File: src/rtl/parking_pkg.sv
// Shared FSM encoding and default sizing for the parking time tracker.
package parking_pkg;

   localparam int unsigned DEF_TIME_W = 8;
   localparam int unsigned DEF_SLOTS  = 4;
   localparam int unsigned DEF_RATE_W = 4;
   localparam int unsigned DEF_FEE_W  = 10;

   typedef enum logic [1:0] {
      IDLE = 2'd0,
      CALC = 2'd1,
      DONE = 2'd2
   } state_t;

endpackage

File: src/rtl/parking_duration.sv
// Wrap-around elapsed time: (time_out - time_in) mod 2^W.
module parking_duration #(
   parameter int unsigned W = 8
) (
   input  logic [W-1:0] time_out,
   input  logic [W-1:0] time_in,
   output logic [W-1:0] duration
);

   assign duration = time_out - time_in;

endmodule

File: src/rtl/parking_time_tracker.sv
// Per-slot entry timestamps with an exit -> duration -> fee result pipeline.
module parking_time_tracker
   import parking_pkg::*;
#(
   parameter int unsigned TIME_W = DEF_TIME_W,
   parameter int unsigned SLOTS  = DEF_SLOTS,
   parameter int unsigned RATE_W = DEF_RATE_W,
   parameter int unsigned FEE_W  = DEF_FEE_W
) (
   input  logic                       clk,
   input  logic                       rst_n,
   input  logic                       tick,
   input  logic [RATE_W-1:0]          rate,
   input  logic                       entry_valid,
   input  logic [$clog2(SLOTS)-1:0]   entry_slot,
   input  logic                       exit_valid,
   input  logic [$clog2(SLOTS)-1:0]   exit_slot,
   output logic                       exit_ready,
   output logic                       res_valid,
   input  logic                       res_ready,
   output logic [$clog2(SLOTS)-1:0]   res_slot,
   output logic [TIME_W-1:0]          res_duration,
   output logic [FEE_W-1:0]           res_fee,
   output logic [TIME_W-1:0]          cur_time,
   output logic [SLOTS-1:0]           occupied,
   output logic                       err
);

   localparam int unsigned SLOT_W = $clog2(SLOTS);
   localparam int unsigned PROD_W = TIME_W + RATE_W + FEE_W;
   localparam logic [FEE_W-1:0] FEE_MAX = '1;

   state_t              state_q;
   state_t              state_d;
   logic [TIME_W-1:0]   time_in [SLOTS];
   logic [TIME_W-1:0]   duration_c;
   logic [PROD_W-1:0]   prod_c;
   logic [FEE_W-1:0]    fee_c;
   logic                exit_fire;
   logic                exit_hit;
   logic                exit_err;
   logic                entry_ok;
   logic                entry_err;
   logic                exit_ready_d;
   logic                res_valid_d;
   logic                err_d;

   parking_duration #(.W(TIME_W)) u_duration (
      .time_out (cur_time),
      .time_in  (time_in[exit_slot]),
      .duration (duration_c)
   );

   // Product is widened past FEE_W so overflow is visible before saturating.
   assign prod_c = PROD_W'(res_duration) * PROD_W'(rate);
   assign fee_c  = (prod_c > PROD_W'(FEE_MAX)) ? FEE_MAX : FEE_W'(prod_c);

   // An entry to a slot being exited this cycle re-occupies it instead of erroring.
   always_comb begin
      exit_fire = exit_valid && exit_ready;
      exit_hit  = exit_fire && occupied[exit_slot];
      exit_err  = exit_fire && !occupied[exit_slot];
      entry_ok  = entry_valid &&
                  (!occupied[entry_slot] || (exit_hit && (exit_slot == entry_slot)));
      entry_err = entry_valid && !entry_ok;
   end

   always_comb begin
      state_d      = state_q;
      exit_ready_d = 1'b0;
      res_valid_d  = 1'b0;
      err_d        = entry_err || exit_err;
      case (state_q)
         IDLE:    if (exit_hit) state_d = CALC;
         CALC:    state_d = DONE;
         DONE:    if (res_ready) state_d = IDLE;
         default: state_d = IDLE;
      endcase
      exit_ready_d = (state_d == IDLE);
      res_valid_d  = (state_d == DONE);
   end

   always_ff @(posedge clk or negedge rst_n) begin
      if (!rst_n) begin
         state_q    <= IDLE;
         exit_ready <= 1'b1;
         res_valid  <= 1'b0;
         err        <= 1'b0;
      end else begin
         state_q    <= state_d;
         exit_ready <= exit_ready_d;
         res_valid  <= res_valid_d;
         err        <= err_d;
      end
   end

   // Result payload: slot/duration latched on exit acceptance, fee in CALC.
   always_ff @(posedge clk or negedge rst_n) begin
      if (!rst_n) begin
         res_slot     <= '0;
         res_duration <= '0;
         res_fee      <= '0;
      end else begin
         if (exit_hit) begin
            res_slot     <= exit_slot;
            res_duration <= duration_c;
         end
         if (state_q == CALC) res_fee <= fee_c;
      end
   end

   always_ff @(posedge clk or negedge rst_n) begin
      if (!rst_n) begin
         cur_time <= '0;
         occupied <= '0;
         for (int i = 0; i < int'(SLOTS); i++) time_in[i] <= '0;
      end else begin
         if (tick) cur_time <= cur_time + TIME_W'(1);
         if (exit_hit) occupied[exit_slot] <= 1'b0;
         if (entry_ok) begin
            occupied[entry_slot] <= 1'b1;
            time_in[entry_slot]  <= cur_time;
         end
      end
   end

   logic [SLOT_W-1:0] unused_w;
   assign unused_w = '0;

endmodule
File: config.mk
export PLATFORM = sky130hd
export DESIGN_NAME = parking_time_tracker
export DESIGN_NICKNAME = d
export VERILOG_FILES = /design/src/rtl/parking_pkg.sv /design/src/rtl/parking_duration.sv /design/src/rtl/parking_time_tracker.sv
export SDC_FILE = /design/constraint.sdc
export NUM_CORES = 1
export LEC_CHECK = 0
export ABC_CLOCK_PERIOD_IN_PS = 7300
export BUFFER_PORTS_ARGS = -buffer_cell sky130_fd_sc_hd__buf_2
export CAP_MARGIN = 25
export CORE_MARGIN = 4
export CORE_UTILIZATION = 55
export CTS_CLUSTER_DIAMETER = 40
export CTS_CLUSTER_SIZE = 14
export DETAILED_ROUTE_END_ITERATION = 10
export PLACE_DENSITY_LB_ADDON = 0.08
export SLEW_MARGIN = 40
export SYNTH_ARGS = -nofsm -noshare
export SYNTH_HDL_FRONTEND = slang
export SYNTH_SLANG_ARGS = --single-unit
File: constraint.sdc
create_clock -name clk -period 7.3 [get_ports clk]
set_clock_uncertainty 0.15 [all_clocks]
set_input_delay 2.19 -clock clk [delete_from_list [all_inputs] [get_ports clk]]
set_output_delay 2.19 -clock clk [all_outputs]
set_load 0.02 [all_outputs]
# --- Word-level counts from Yosys, hierarchy flattened ---
# Index checks and enable logic that the tools add are counted.
classes:
  add_sub_neg: 2
  multipliers: 1
  div_mod_pow: 0
  n_lt_le_gt_ge: 8
  n_eq_ne: 4
  shifts: 0
  mux: 20
  bitwise_logic: 5
  reduce_logical: 16
ops:
  columns: ["operator", "n"]
  rows:
  - ["32-bit bitwise mux", 1]
  - ["8-bit 2-to-1 mux", 3]
  - ["8-bit binary-select mux with 2-bit select", 1]
  - ["8-bit demux with 2-bit select", 1]
  - ["12-bit by 10-bit greater-than comparator with 1-bit output (second input constant)", 1]
  - ["8-bit by 4-bit multiplier with 12-bit output", 1]
  - ["10-bit 2-to-1 mux", 1]
  - ["1-bit logical AND", 9]
  - ["8-bit by 1-bit adder with 8-bit output (second input constant)", 1]
  - ["4-bit 2-to-1 mux", 2]
  - ["8-bit subtractor", 1]
  - ["3-bit >= comparator (second input constant)", 2]
  - ["2-bit by 3-bit < comparator with 1-bit output (second input constant)", 2]
  - ["2-bit inverter with 3-bit output", 2]
  - ["2-bit case mux with 3 select lines", 1]
  - ["4-bit AND", 1]
  - ["1-bit binary-select mux with 2-bit select", 2]
  - ["1-bit demux with 2-bit select", 2]
  - ["2-bit == test (second input constant)", 2]
  - ["2-bit by 1-bit >= comparator with 1-bit output (second input constant)", 2]
  - ["2-bit logical NOT", 2]
  - ["1-bit 2-to-1 mux", 4]
  - ["2-bit 2-to-1 mux", 2]
  - ["4-bit inverter", 1]
  - ["6 further kinds", 9]
word_totals:
  ff_bits: 69
  latchBits: 0
  ram_bits: 0
  rom_bits: 0
  in_bits: 14
  wordCells: 69
  n_memories: 0

# --- Logic depth before layout (Yosys ltp) ---
depth:
  word_depth: 9
  ltp_mapped: 12
  ltp_nobuf: 11

# --- Modules after synthesis ---
# A second synthesis with hierarchy kept.
hier_totals:
  cells_unflattened: 372
  hier_area_um2: 4261.6
by_module_without_submodules:
  columns: ["module", "instances", "cells_each", "area_each_um2"]
  rows:
  - ["parking_time_tracker", 1, 329, 3931.3]
  - ["parking_duration", 1, 43, 330.3]

# --- Worst setup path after synthesis ---
# No wires, ideal clock.
synth_path:
  path_type: "input-to-reg"
  from: "input rate[3]"
  to: "register res_fee[0]"
  setup_time_ns: 0.146
  t_arrival_ns: 5.010
  required_ns: 7.004
  slack_ns: 1.994
  path_stages: 11
  n_path_buf: 0
  cell_sequence: "and2_1 -> fa_1 -> inv_1 -> fa_1 -> inv_1 -> ha_1 -> o21a_1 -> a211o_1 -> and4b_1 -> nor3_2 -> a31oi_1"
synth_via:
  elab_chain_len: 3
synth_rtl:
  columns: ["element", "line", "rtl"]
  rows:
  - ["start, declared", "parking_time_tracker.sv:13", "input logic [RATE_W-1:0] rate,"]
  - ["8-bit by 4-bit multiplier with 12-bit output", "parking_time_tracker.sv:55", "assign prod_c = PROD_W'(res_duration) * PROD_W'(rate);"]
  - ["12-bit by 10-bit greater-than comparator with 1-bit output", "parking_time_tracker.sv:56", "assign fee_c = (prod_c > PROD_W'(FEE_MAX)) ? FEE_MAX : FEE_W'(prod_c);"]
  - ["10-bit 2-to-1 mux", "parking_time_tracker.sv:56", null]
  - ["end signal, assigned", "parking_time_tracker.sv:102", "res_fee <= '0;"]
  - ["end signal, assigned", "parking_time_tracker.sv:108", "if (state_q == CALC) res_fee <= fee_c;"]
  - ["end, declared", "parking_time_tracker.sv:23", "output logic [FEE_W-1:0] res_fee,"]
# Every way passes these cells.
# A chain may end at the register's enable or synchronous reset.

# --- Worst setup path after layout ---
layout_path:
  from: "input rate[3]"
  to: "register res_fee[6]"
layout_via:
  elab_chain_len: 3
layout_rtl:
  columns: ["element", "line"]
  rows:
  - ["8-bit by 4-bit multiplier with 12-bit output *", "parking_time_tracker.sv:55"]
  - ["12-bit by 10-bit greater-than comparator with 1-bit output", "parking_time_tracker.sv:56"]
  - ["10-bit 2-to-1 mux *", "parking_time_tracker.sv:56"]
# Mark *: on every way between the ends. The rest lies on a longest branch, timed or not.

==> reports/metrics.cfg <==
[status]
status = complete, no violations

[timing]
setup_ws_ps = 1920
timing_hold_violations_final = 0
fmax_mhz = 186
final_max_slew_viol_count = 0
totalNegativeSetupSlack_ps = 0
grt_setup_unrepaired = false
max-slew-margin-rel_pct = 52.2
worst-slew-pin-transition_ps = 718
finalSetupViolCount = 0
period_needed_ps = 5380
post-route-period-util_pct = 73.7

[logic_synthesis]
postSynthRegisterBits = 69
mappedNetlistNets = 433
syn-mean-instance-area_um2 = 11.1
synth_warnings = 0
synth_cell_type_count = 51
synth_flop_cell = sky130_fd_sc_hd__dfrtp_1
async_flop_share_pct = 100
synthCells = 382
synth-edff-count = 0
post-synth-top-area-cell = sky130_fd_sc_hd__dfrtp_1
post_synth_main_area_contributors = sky130_fd_sc_hd__dfrtp_1 (40%), sky130_fd_sc_hd__ha_1 (7.1%), sky130_fd_sc_hd__fa_1 (6.1%)
yosysSeqAreaShare_pct = 40.6
syn_area_um2 = 4250
post-synth-top-area-fraction_pct = 40.0

[floorplanning]
io_pins = 49
die_width_um = 95.9
die_height_um = 95.9
core_area_um2 = 7370
placementRows = 31
initial_core_util_pct = 57.7
die_area_um2 = 9200

[worst_setup_path]
crit_path_start_kind = input port
worstSetupPathType = input port to flip-flop
startpoint_of_the_most_critical_setup_path = rate[3]
r2r_end = res_fee[6]$_DFFE_PN0N_
crit_end = res_fee[6]$_DFFE_PN0N_
worst_path_cell_chain = buf_2, and2_1, fa_1, inv_1, fa_1, inv_1, ha_1, o21a_1, a211o_1, and4b_1, nor3_2, a31oi_1
reg2regPathDepth = 11
critical_path_arrival_ps = 5430
delay_of_the_slowest_cell_on_the_worst_path_ps = 530
setup.reg_to_reg.worst_slack_ps = 3430
worstSetupEndpointType = flip-flop
critical_path.reg2reg.startpoint = res_duration[1]$_DFFE_PN0P_
slowest_stage = sky130_fd_sc_hd__fa_1
crit_required_ps = 7350
cp_max_fo = 10

[clocking]
cts_made_buffers = 9
ctsHtreeMaxLevel = 3
insertion_delay_ps = 340
cts_setup_buffers = 0
cell_at_the_root_of_the_clock_tree = sky130_fd_sc_hd__clkbuf_8
clk_transition_reported_paths_ps = 80
max-clock-path-buffers = 2
clock-sinks = 69
cts_resized = 0
hold_buffers = 0
tritoncts_clock_tree = yes

[placed_design]
post-dp-hpwl_mm = 6.22
place_worst_setup_slack_ps = 1550
globalplace.congestion = 0.840
port_buffers = 48

[route]
number_of_iterations_in_the_first_detailed_routing_pass = 6
detail_route.wirelength_mm = 8.54
avgRoutedWirePerCell_um = 15.9
dr.first_iter.drc_count = 97
vias_per_cell = 5.49
route.detailed.drc = 0
route.antenna.remaining_nets = 0
num_vias = 2943

[power_and_ir_drop]
sequential_group_share_of_total_power_pct = 31.9
pwr_density_cell_nw_per_um2 = 454
static-leakage-power_nw = 2.39
netSwitchingPower_uw = 926
power_report.internal_total_mw = 1.25
max_ir_drop_vdd_v = 0.000243
power_frac_clock_pct = 15.6
power.switching_fraction_pct = 42.6
gate_power_share_pct = 52.4

[layout]
area_growth_syn_to_layout_pct = 12.4
drive_above_1_share_pct = 26.5
n_fill_cell = 633
final_core_utilization_pct = 64.9
finish.net_count = 483
number_of_antenna_diodes = 0

[grt]
grtUsageMet2_pct = 34.8
global_route_wire_length_before_repair_mm = 14.7
grt_start_max_net_pins = 70
first_global_vias = 3077
initial_antenna_violation_count = 0
grt_use_met1_pct = 27.9
global_route.peak_usage_layer = met2
grt_util_all_layers_pct = 20.9
use_met3_pct = 4.46
global_route_total_overflow = 0

[hold_path]
hold_path_class = flip-flop to flip-flop

[run]
cap_viol_max_count = 0

-- placed cells by master (no fill, tap or decap), types with 2 or more instances in the layout --
cell type                     n
sky130_fd_sc_hd__xor2_1       7
sky130_fd_sc_hd__nor2_1      18
sky130_fd_sc_hd__nor2b_1      2
sky130_fd_sc_hd__o31ai_1      4
sky130_fd_sc_hd__nand4_1      3
sky130_fd_sc_hd__fa_1        13
sky130_fd_sc_hd__ha_1        24
sky130_fd_sc_hd__mux2_4      16
sky130_fd_sc_hd__inv_1       36
sky130_fd_sc_hd__nor3_1       2
sky130_fd_sc_hd__xnor2_1     12
sky130_fd_sc_hd__nand2_1     35
sky130_fd_sc_hd__a21oi_1      8
sky130_fd_sc_hd__nand2b_1     5
sky130_fd_sc_hd__nand3_1      6
sky130_fd_sc_hd__bufinv_16    2
sky130_fd_sc_hd__nand2_2      2
sky130_fd_sc_hd__mux2_2      17
sky130_fd_sc_hd__a31oi_1     11
sky130_fd_sc_hd__clkinvlp_4   2
sky130_fd_sc_hd__a21o_1       4
sky130_fd_sc_hd__dfrtp_1     68
sky130_fd_sc_hd__a221oi_1     2
sky130_fd_sc_hd__o21ai_0     20
sky130_fd_sc_hd__o21a_1       2
sky130_fd_sc_hd__and3_1       2
sky130_fd_sc_hd__a211o_1      2
sky130_fd_sc_hd__mux4_2      10
sky130_fd_sc_hd__and2_1      21
sky130_fd_sc_hd__buf_2       48
sky130_fd_sc_hd__clkbuf_8     9
-- worst min-delay path by stage --
stage,from,endpoint,slack [ps],cells after the start
3_3_place_gp,res_slot[0]$_DFFE_PN0P_,res_slot[0]$_DFFE_PN0P_,310,2
4_1_cts,res_slot[0]$_DFFE_PN0P_,res_slot[0]$_DFFE_PN0P_,330,2
5_1_grt,state_q[0]$_DFF_PN0_,state_q[0]$_DFF_PN0_,370,1
2_1_floorplan,state_q[0]$_DFF_PN0_,state_q[0]$_DFF_PN0_,290,1
6_report,res_slot[0]$_DFFE_PN0P_,res_slot[0]$_DFFE_PN0P_,330,2
3_5_place_dp,res_slot[0]$_DFFE_PN0P_,res_slot[0]$_DFFE_PN0P_,310,2
-- critical path: cells and delay by family --
family / cells / cell delay, ps
AO/OA/AOI/OAI: 3 / 700
adder cells (fa/ha/maj): 3 / 1430
buffers and inverters: 3 / 230
AND/OR/NAND/NOR: 3 / 870
-- cells by family (layout without fill, tap and decap cells) --
| group | count (synthesis) | in the layout | synth area share [%] |
|---|---|---|---|
| AND/OR/NAND/NOR | 107 | 107 | 13.1 |
| flip-flops | 69 | 69 | 40.6 |
| AO/OA/AOI/OAI | 61 | 61 | 9.03 |
| buffers and inverters | 46 | 101 | 4.71 |
| multiplexers | 43 | 43 | 15.4 |
| adder cells (fa/ha/maj) | 37 | 37 | 13.2 |
| XOR/XNOR | 19 | 19 | 3.91 |
-- power groups by stage --
stage                     combinational, mW  sequential, mW  clock, mW
after floorplan                       0.776           0.759          0
after global placement                 1.13           0.690          0
after detailed placement               1.15           0.698          0
after CTS                              1.15           0.694      0.346
after global routing                   1.28           0.722      0.362
final                                  1.14           0.694      0.340
-- synth_stat cells (2+ instances only) --
master and instances:
sky130_fd_sc_hd__a211o_1 2, sky130_fd_sc_hd__a21o_1 4, sky130_fd_sc_hd__a21oi_1 8, sky130_fd_sc_hd__a221oi_1 2
sky130_fd_sc_hd__a31oi_1 11, sky130_fd_sc_hd__and2_1 21, sky130_fd_sc_hd__and3_1 2, sky130_fd_sc_hd__buf_6 3
sky130_fd_sc_hd__clkbuf_1 4, sky130_fd_sc_hd__dfrtp_1 68, sky130_fd_sc_hd__fa_1 13, sky130_fd_sc_hd__ha_1 24
sky130_fd_sc_hd__inv_1 36, sky130_fd_sc_hd__mux2_2 17, sky130_fd_sc_hd__mux2_4 16, sky130_fd_sc_hd__mux4_2 10
sky130_fd_sc_hd__nand2_1 35, sky130_fd_sc_hd__nand2_2 2, sky130_fd_sc_hd__nand2b_1 5, sky130_fd_sc_hd__nand3_1 6
sky130_fd_sc_hd__nand4_1 3, sky130_fd_sc_hd__nor2_1 18, sky130_fd_sc_hd__nor2b_1 3, sky130_fd_sc_hd__nor3_1 2
sky130_fd_sc_hd__o21a_1 2, sky130_fd_sc_hd__o21ai_0 20, sky130_fd_sc_hd__o31ai_1 4, sky130_fd_sc_hd__xnor2_1 12
sky130_fd_sc_hd__xor2_1 7
-- state kept, by name (all words and copies together), names as in the netlist, 2 cells and up --
name          count
cur_time          8
occupied          4
res_duration      8
res_fee          10
res_slot          2
state_q           2
time_in          32
-- through the flow --
stage	total power, mW	std cells	hold slack, ps	cell area, µm²
after floorplan	1.53	382	286	4250
after global placement	1.82	520	307	4560
after detailed placement	1.84	520	312	4560
after CTS	2.19	536	332	4780
after global routing	2.36	536	366	4780
final	2.17	536	326	4780
-- final cells by class --
cell class	count	area (µm²)	area share, %
Multi-Input combinational cell	267	2330	48.7
Sequential cell	69	1730	36.1
Timing Repair Buffer	49	251	5.26
Inverter	36	135	2.83
Clock buffer	10	128	2.67
Tap cell	99	124	2.59
Clock inverter	6	88.8	1.86
-- per-layer routing --
metal	part of all wire [%]	wire [µm]
met4	0.85	73
met5	0	0
met2	50	4300
met1	46	3890
met3	3.3	281
Note: power is estimated with default switching activity, not from simulation.
